## config.mk

```make
export PLATFORM = sky130hd
export DESIGN_NAME = qei_multi_flat
export DESIGN_NICKNAME = d
export VERILOG_FILES = /design/src/rtl/qei_multi_if.sv /design/src/rtl/qei_multi.sv /design/src/flat_wrapper.sv
export SDC_FILE = /design/constraint.sdc
export NUM_CORES = 1
export LEC_CHECK = 0
export BUFFER_PORTS_ARGS = -buffer_cell sky130_fd_sc_hd__buf_2
export CAP_MARGIN = 40
export CORE_MARGIN = 2
export CORE_UTILIZATION = 50
export DETAILED_ROUTE_END_ITERATION = 12
export PLACE_DENSITY = 0.8
export REMOVE_ABC_BUFFERS = 1
export SLEW_MARGIN = 5
export SYNTH_ARGS = -nofsm -noshare
export SYNTH_HDL_FRONTEND = slang
export SYNTH_SLANG_ARGS = --single-unit
```

## constraint.sdc

```tcl
create_clock -name clk -period 4.17 [get_ports clk]
set_input_delay 0.834 -clock clk [delete_from_list [all_inputs] [get_ports clk]]
set_output_delay 0.834 -clock clk [all_outputs]
set_load 0.01 [all_outputs]
```

## src/rtl/qei_multi_if.sv

```systemverilog
// qei_multi_if: control, encoder inputs and measurement outputs of qei_multi
interface qei_multi_if #(parameter int NCH = 2, parameter int NBITS = 16, parameter int VBITS = 12);
  logic clr, en, err_clr;
  logic [NCH-1:0] in_A, in_B, err;
  logic [NCH*NBITS-1:0] pos;
  logic [NCH*VBITS-1:0] vel;
  logic vel_valid;
  modport master(output clr, en, err_clr, in_A, in_B, input pos, vel, vel_valid, err);
  modport slave(input clr, en, err_clr, in_A, in_B, output pos, vel, vel_valid, err);
endinterface

```

## src/rtl/qei_multi.sv

```systemverilog
// qei_multi: multi-channel x4 quadrature decoder with wrapping position and per-period velocity
module qei_multi #(
  parameter int NCH = 2,
  parameter int NBITS = 16,
  parameter int VBITS = 12,
  parameter int PERIOD = 48000,
  parameter int FILT = 3
) (
  input logic clk,
  input logic rst,
  qei_multi_if.slave bus
);
  localparam int CW = $clog2(FILT + 1);
  localparam int PW = $clog2(PERIOD);
  localparam logic signed [VBITS:0] VMAX = (VBITS + 1)'(2 ** (VBITS - 1) - 1);
  logic [PW-1:0] pre;
  logic tick, velValid;
  logic [NCH-1:0][NBITS-1:0] posArr;
  logic [NCH-1:0][VBITS-1:0] velArr;
  logic [NCH-1:0] errVec;
  assign tick = bus.en && pre == PW'(PERIOD - 1);
  assign bus.pos = posArr;
  assign bus.vel = velArr;
  assign bus.err = errVec;
  assign bus.vel_valid = velValid;
  always_ff @(posedge clk)
    if (rst || bus.clr) begin
      pre <= '0;
      velValid <= 1'b0;
    end else begin
      if (bus.en) pre <= tick ? '0 : pre + 1'b1;
      velValid <= tick;
    end
  for (genvar i = 0; i < NCH; i++) begin : g_ch
    logic [1:0] s1, s2, cand, filt, oldIdx, newIdx, diff;
    logic [CW-1:0] cnt;
    logic primed, accept;
    logic signed [1:0] step;
    logic signed [VBITS-1:0] acc, vel;
    logic signed [VBITS:0] sum, sat;
    logic [NBITS-1:0] pos;
    logic errFlag;
    // Gray state {A,B} mapped to a 0..3 phase index so the step is a modular difference
    always_comb begin
      oldIdx = {filt[1], ^filt};
      newIdx = {cand[1], ^cand};
      diff = newIdx - oldIdx;
      accept = cnt == CW'(FILT) && primed;
      step = (accept && diff == 2'd1) ? 2'sd1 : (accept && diff == 2'd3) ? -2'sd1 : 2'sd0;
      sum = {acc[VBITS-1], acc} + {{(VBITS - 1){step[1]}}, step};
      sat = sum > VMAX ? VMAX : sum < -VMAX ? -VMAX : sum;
    end
    always_ff @(posedge clk)
      if (rst) begin
        s1 <= '0;
        s2 <= '0;
        cand <= '0;
        cnt <= '0;
        filt <= '0;
        primed <= 1'b0;
      end else begin
        s1 <= {bus.in_A[i], bus.in_B[i]};
        s2 <= s1;
        cand <= s2;
        cnt <= s2 != cand ? CW'(1) : cnt == CW'(FILT) ? cnt : cnt + 1'b1;
        if (cnt == CW'(FILT)) begin
          filt <= cand;
          primed <= 1'b1;
        end
      end
    always_ff @(posedge clk)
      if (rst || bus.clr) begin
        pos <= '0;
        acc <= '0;
        vel <= '0;
      end else begin
        if (bus.en) pos <= pos + NBITS'(step);
        acc <= tick ? '0 : bus.en ? sat[VBITS-1:0] : acc;
        if (tick) vel <= sat[VBITS-1:0];
      end
    // A fresh illegal transition wins over a simultaneous clear request
    always_ff @(posedge clk)
      if (rst) errFlag <= 1'b0;
      else errFlag <= (accept && diff == 2'd2) || (errFlag && !bus.err_clr);
    assign posArr[i] = pos;
    assign velArr[i] = vel;
    assign errVec[i] = errFlag;
  end
endmodule

```

## src/flat_wrapper.sv

```systemverilog
// flat-port wrapper written by rule: the top's interface ports become plain ports
module qei_multi_flat 
#(
  parameter int NCH = 2,
  parameter int NBITS = 16,
  parameter int VBITS = 12,
  parameter int PERIOD = 48000,
  parameter int FILT = 3
)
  (clk, rst, bus_clr, bus_en, bus_err_clr, bus_in_A, bus_in_B, bus_pos, bus_vel, bus_vel_valid, bus_err);
  qei_multi_if #(.NCH(NCH), .NBITS(NBITS), .VBITS(VBITS)) bus_i ();
  input logic clk;
  input logic rst;
  input wire logic [$bits(bus_i.clr)-1:0] bus_clr;
  input wire logic [$bits(bus_i.en)-1:0] bus_en;
  input wire logic [$bits(bus_i.err_clr)-1:0] bus_err_clr;
  input wire logic [$bits(bus_i.in_A)-1:0] bus_in_A;
  input wire logic [$bits(bus_i.in_B)-1:0] bus_in_B;
  output wire logic [$bits(bus_i.pos)-1:0] bus_pos;
  output wire logic [$bits(bus_i.vel)-1:0] bus_vel;
  output wire logic [$bits(bus_i.vel_valid)-1:0] bus_vel_valid;
  output wire logic [$bits(bus_i.err)-1:0] bus_err;
  assign bus_i.clr = bus_clr;
  assign bus_i.en = bus_en;
  assign bus_i.err_clr = bus_err_clr;
  assign bus_i.in_A = bus_in_A;
  assign bus_i.in_B = bus_in_B;
  assign bus_pos = bus_i.pos;
  assign bus_vel = bus_i.vel;
  assign bus_vel_valid = bus_i.vel_valid;
  assign bus_err = bus_i.err;
  qei_multi #(.NCH(NCH), .NBITS(NBITS), .VBITS(VBITS), .PERIOD(PERIOD), .FILT(FILT)) u_core (.clk(clk), .rst(rst), .bus(bus_i));
endmodule
```

# Word level (Yosys, flattened, before mapping)
# Cells that the tools add are included.
[word_totals] out_inout_bits=59 input_bits=9 reg_bits=121 word_cells=85
[classes] n_reduce_logical=22 n_eq_ne=13 add_sub_neg=9 mux=13 magnitude_cmp=4
[ops] cell="$mux 12" count=4
[ops] cell="$add 16x16->16" count=2
[ops] cell="$add 12x2->13" count=2
[ops] cell="$gt 13x12->1 const B" count=2
[ops] cell="$lt 13x12->1 const B" count=2
[ops] cell="$add 16x1->16 const B" count=1
[ops] cell="$eq 16x16->1 const B" count=1
[ops] cell="$mux 16" count=1
[ops] cell="$eq 2x2->1 const B" count=6
[ops] cell="$logic_and 1x1->1" count=11
[ops] cell="$mux 2" count=4
[ops] cell="$reduce_xor 2->1" count=4
[ops] cell="$reduce_or 2->1" count=3
[ops] cell="$add 2x1->2 const B" count=2
[ops] cell="$eq 2x1->1 const B" count=2
[ops] cell="$mux 1" count=4
[ops] cell="$ne 2x2->1" count=2
[ops] cell="$ne 2x2->1 const B" count=2
[ops] cell="$sub 2x2->2" count=2
[ops] cell="$logic_or 1x1->1" count=3
[ops] cell="$logic_not 1->1" count=1

# Longest topological paths before layout
[logic_depth] ltp_word=10 mapped_depth=20 depth_no_buf=14

# Least setup slack after synthesis
# OpenSTA, ideal clock, no wires.
[synth_timing] path_type="register to register" startpoint="register u_core.g_ch[1].cand[1]" endpoint="register u_core.g_ch[1].pos[14]" arrival_ps=4097 setup_ps=115 slack_ps=-42 period_less_slack_ps=4212 stages_incl_launch_ff=20 n_path_buf=5 required_time_ps=4055 path_cell_list="dfxtp_1 -> buf_2 -> xnor2_1 -> ha_1 -> nand3b_1 -> buf_4 -> inv_1 -> nand2_1 -> buf_4 -> buf_4 -> clkbuf_1 -> xnor2_1 -> ha_1 -> or4_4 -> or4b_4 -> a21oi_4 -> or4b_1 -> o41ai_2 -> xnor2_1 -> nor2_1"
[synth_between] elab_chain_len=7 word_cells_on_any_way=9 classes_between="add/sub: 2; eq/ne: 2; mux: 2; reduce/logical: 3"
[synth_rtl] item="start, declared" line_no="qei_multi.sv:35" text="logic [1:0] s1, s2, cand, filt, oldIdx, newIdx, diff;"
[synth_rtl] item="start signal, assigned" line_no="qei_multi.sv:57" text="cand <= '0;"
[synth_rtl] item="start signal, assigned" line_no="qei_multi.sv:64" text="cand <= s2;"
[synth_rtl] item="$reduce_xor 2->1" line_no="qei_multi.sv:46" text="newIdx = {cand[1], ^cand};"
[synth_rtl] item="$sub 2x2->2 (*)" line_no="qei_multi.sv:47" text="diff = newIdx - oldIdx;"
[synth_rtl] item="$eq 2x2->1" line_no="qei_multi.sv:49" text="step = (accept && diff == 2'd1) ? 2'sd1 : (accept && diff == 2'd3) ? -2'sd1 : 2'sd0;"
[synth_rtl] item="$logic_and 1x1->1" line_no="qei_multi.sv:49"
[synth_rtl] item="$mux 2" line_no="qei_multi.sv:49"
[synth_rtl] item="$mux 2 (*)" line_no="qei_multi.sv:49"
[synth_rtl] item="$add 16x16->16 (*)" line_no="qei_multi.sv:77" text="if (bus.en) pos <= pos + NBITS'(step);"
[synth_rtl] item="end signal, assigned" line_no="qei_multi.sv:77"
[synth_rtl] item="end, declared" line_no="qei_multi.sv:41" text="logic [NBITS-1:0] pos;"
# Every way passes the cells marked *; elsewhere a longest branch is shown, timed or not.
# A chain may end at the register's enable or synchronous reset.

# Final worst setup path
# Same ends and word-level chain as after synthesis.

==> summary.txt <==
status -> complete, no violations
CTS clk-pin slew, worst paths -> 0.05 ns
#FFs+latches synth -> 121
Synth cell types -> 76
crit path from -> u_core.g_ch[1].cand[1]
Final Hold Viols -> 0
Post-DP HPWL -> 11.2 mm
Net Sw Frac -> 21.8%
n_diodes -> 0
NetSw -> 0.615 mW
Post-Place Cells -> 1025
dpl ws -> 0.244 ns
final worst slack -> 0.318 ns
H-tree levels -> 4
CTS tree -> built
initial DRC count -> 483
RSZ-0062 raised after global routing -> false
setup TNS -> 0 ns
Top FF cell, synth -> dfxtp_1
Worst-Skew Late Latency -> 0.42 ns
PortBufs -> 67
fin nets -> 890
Worst Hold Class -> register to register
clock buffer depth -> 2
Seq/Total Area, Yosys -> 35.3%
Vias/cell -> 5.84
FMAX -> 0.260 GHz
# rows -> 42
vias in the first global route -> 5725
YS warnings -> 0
die area -> 0.0147 mm^2
die width -> 121 um
worst-path maximum fanout -> 6
Worst Setup EP -> u_core.g_ch[1].pos[14]
Seq pwr share -> 42.3%
Mapped Area -> 0.00687 mm^2
GR Overflow Total -> 0
fraction of layout cells with a size suffix above 1 -> 15.7%
drt drc -> 0
max_slew headroom -> 42.6%
Setup CP Type -> register to register
Post-synth EDFFs -> 0
die height -> 121 um
Post-Layout Cell Count -> 1057
most frequent cells in the layout -> 120 x dfxtp_1, 119 x nor2_1, 67 x buf_2, 52 x nand2_1, 43 x xnor2_1
Critical Path Sink Type -> register
Initial DRT Pass Iterations -> 5
antenna violations before repair -> 0
Worst Skew -> 0.00689 ns
Syn Area/Cell -> 8.29 um^2
first-pass GRT wire length -> 27.8 mm
Int Power -> 2.21 mW
total CTS buffers -> 17
Core ar. -> 0.0133 mm^2
Synth async-reset ratio -> 0%
startpoint types -> register
maxcap violations -> 0
Period minus WS final -> 3.85 ns
Least-Margin Pin Slew -> 0.840 ns
Final ANT Viol Nets -> 0
Leakage -> 3.02 nW
pwr dens -> 360 mW/mm^2
Pins Over Slew Limit -> 0
global-route total usage across every layer -> 23.5%
period utilization -> 92.4%
Post-Route WL -> 16.5 mm
Setup violations, final -> 0
reg2reg end -> u_core.g_ch[1].pos[14]
reg2reg path depth -> 14
# IOs -> 68
reg2reg setup slack -> 0.32 ns
area grow syn2layout -> 14.4%
hold_buf cts -> 0
Mapped Cells -> 828
clk sinks -> 121
vias -> 6172
commonest non-fill, non-tap cell in the layout -> dfxtp_1
Logic pwr share -> 5.0%
Crit Reg-Reg Startpoint -> u_core.g_ch[1].cand[1]
Clock Power Share -> 52.7%
maximum vdd drop -> 0.273 mV
Root Buffer -> clkbuf_16
largest net degree at the start of global routing -> 58
Arr. time, crit path -> 4.14 ns
gpl congestion -> 0.895
CP required -> 4.46 ns
Initial Util -> 51.5%
Avg WL per Cell -> 15.6 um
registers in the layout (all words and copies together), names as in the netlist:
register,count
u_core.bus.vel_valid,1
u_core.g_ch.acc,24
u_core.g_ch.cand,4
u_core.g_ch.cnt,4
u_core.g_ch.errFlag,2
u_core.g_ch.filt,4
u_core.g_ch.pos,32
u_core.g_ch.primed,2
u_core.g_ch.s1,4
u_core.g_ch.s2,4
u_core.g_ch.vel,24
u_core.pre,16
worst min path at each step:
stage	startpoint	endpoint	slack (ns)	cells after the start
final	u_core.g_ch[1].s1[1]	u_core.g_ch[1].s2[1]	0.45	1
after global routing	u_core.g_ch[1].s1[1]	u_core.g_ch[1].s2[1]	0.46	1
after CTS	u_core.g_ch[1].s1[1]	u_core.g_ch[1].s2[1]	0.46	1
after detailed placement	u_core.g_ch[0].s1[0]	u_core.g_ch[0].s2[0]	0.43	1
after global placement	u_core.g_ch[1].s1[0]	u_core.g_ch[1].s2[0]	0.44	1
after floorplan	u_core.g_ch[0].s1[0]	u_core.g_ch[0].s2[0]	0.41	1
critical path, cell delays in order (launching register included):
cell and delay, ns:
dfxtp_2 0.40, xnor2_1 0.15, ha_1 0.26, nand3b_1 0.19
inv_1 0.17, nand2_1 0.16, xnor2_1 0.17, ha_1 0.25
or4_4 0.43, or4b_4 0.51, a21oi_4 0.24, or4b_1 0.49
o41ai_2 0.08, xnor2_1 0.16, nor2_1 0.06
what timing repair did:
| action | in CTS | in global routing |
|---|---|---|
| endpoints found under the setup margin | 0 | 18 |
| gates resized for setup | 0 | 4 |
| buffers inserted | 0 | 0 |
final cells by class:
type	count	area, um^2
clock buffer	24	482
timing repair buffer	80	433
inverter	17	63.8
multi-input combinational	631	4110
tap	176	220
fill	1205	5490
sequential	121	2420
clock inverter	8	118
kinds of logic (layout without fill, tap and decap cells):
group	count (synthesis)	count (layout)	share of synthesized area, %
DFF	121	121	35.3
adders and majority gates	24	24	3.99
xor gates and xnor gates	87	87	12.1
buffers and inverters	76	129	5.01
AOI/OAI and AO/OA	157	157	15.5
and+or+nand+nor	345	345	25.5
muxes	18	18	2.66
cells in the mapped netlist, drive strengths merged (21+ instances only):
cell type  instances  area share (%)
a211oi            25             2.7
a21oi             39             3.0
buf               21             1.9
clkbuf            38             2.1
dfxtp            121              35
nand2             53             2.9
nand3             22             1.6
nand4             22             2.0
nor2             121             6.6
nor3              26             1.9
nor4              21             2.0
o21ai             36             2.6
xnor2             44             5.7
xor2              39             5.0
power by group through the flow:
| stage | registers, mW | clock network, mW | logic, mW |
|---|---|---|---|
| 2_1_floorplan | 1.21 | 0 | 0.0916 |
| 3_3_place_gp | 1.22 | 0 | 0.135 |
| 3_5_place_dp | 1.22 | 0 | 0.138 |
| 4_1_cts | 1.20 | 1.51 | 0.140 |
| 5_1_grt | 1.20 | 1.57 | 0.156 |
| 6_report | 1.20 | 1.49 | 0.140 |
through the flow:
| stage | hold WS, ns | power [mW] | instance area (um^2) | util, % |
|---|---|---|---|---|
| finish | 0.449 | 2.83 | 7850 | 58.8 |
| global placement | 0.439 | 1.35 | 7240 | 54.2 |
| global route | 0.461 | 2.93 | 7850 | 58.8 |
| CTS | 0.456 | 2.85 | 7840 | 58.7 |
| floorplan | 0.414 | 1.31 | 6590 | - |
| detailed placement | 0.431 | 1.36 | 7240 | 54.2 |
routing by layer:
| metal | vias up | routed length, um | track usage (%) |
|---|---|---|---|
| li1 | 3059 | - | - |
| met1 | 2896 | 8160 | 33.5 |
| met2 | 183 | 6950 | 33.9 |
| met3 | 34 | 990 | 5.69 |
| met4 | 0 | 369 | 9.91 |
| met5 | - | 0 | 0 |
Note: power is estimated with default switching activity, not from simulation.
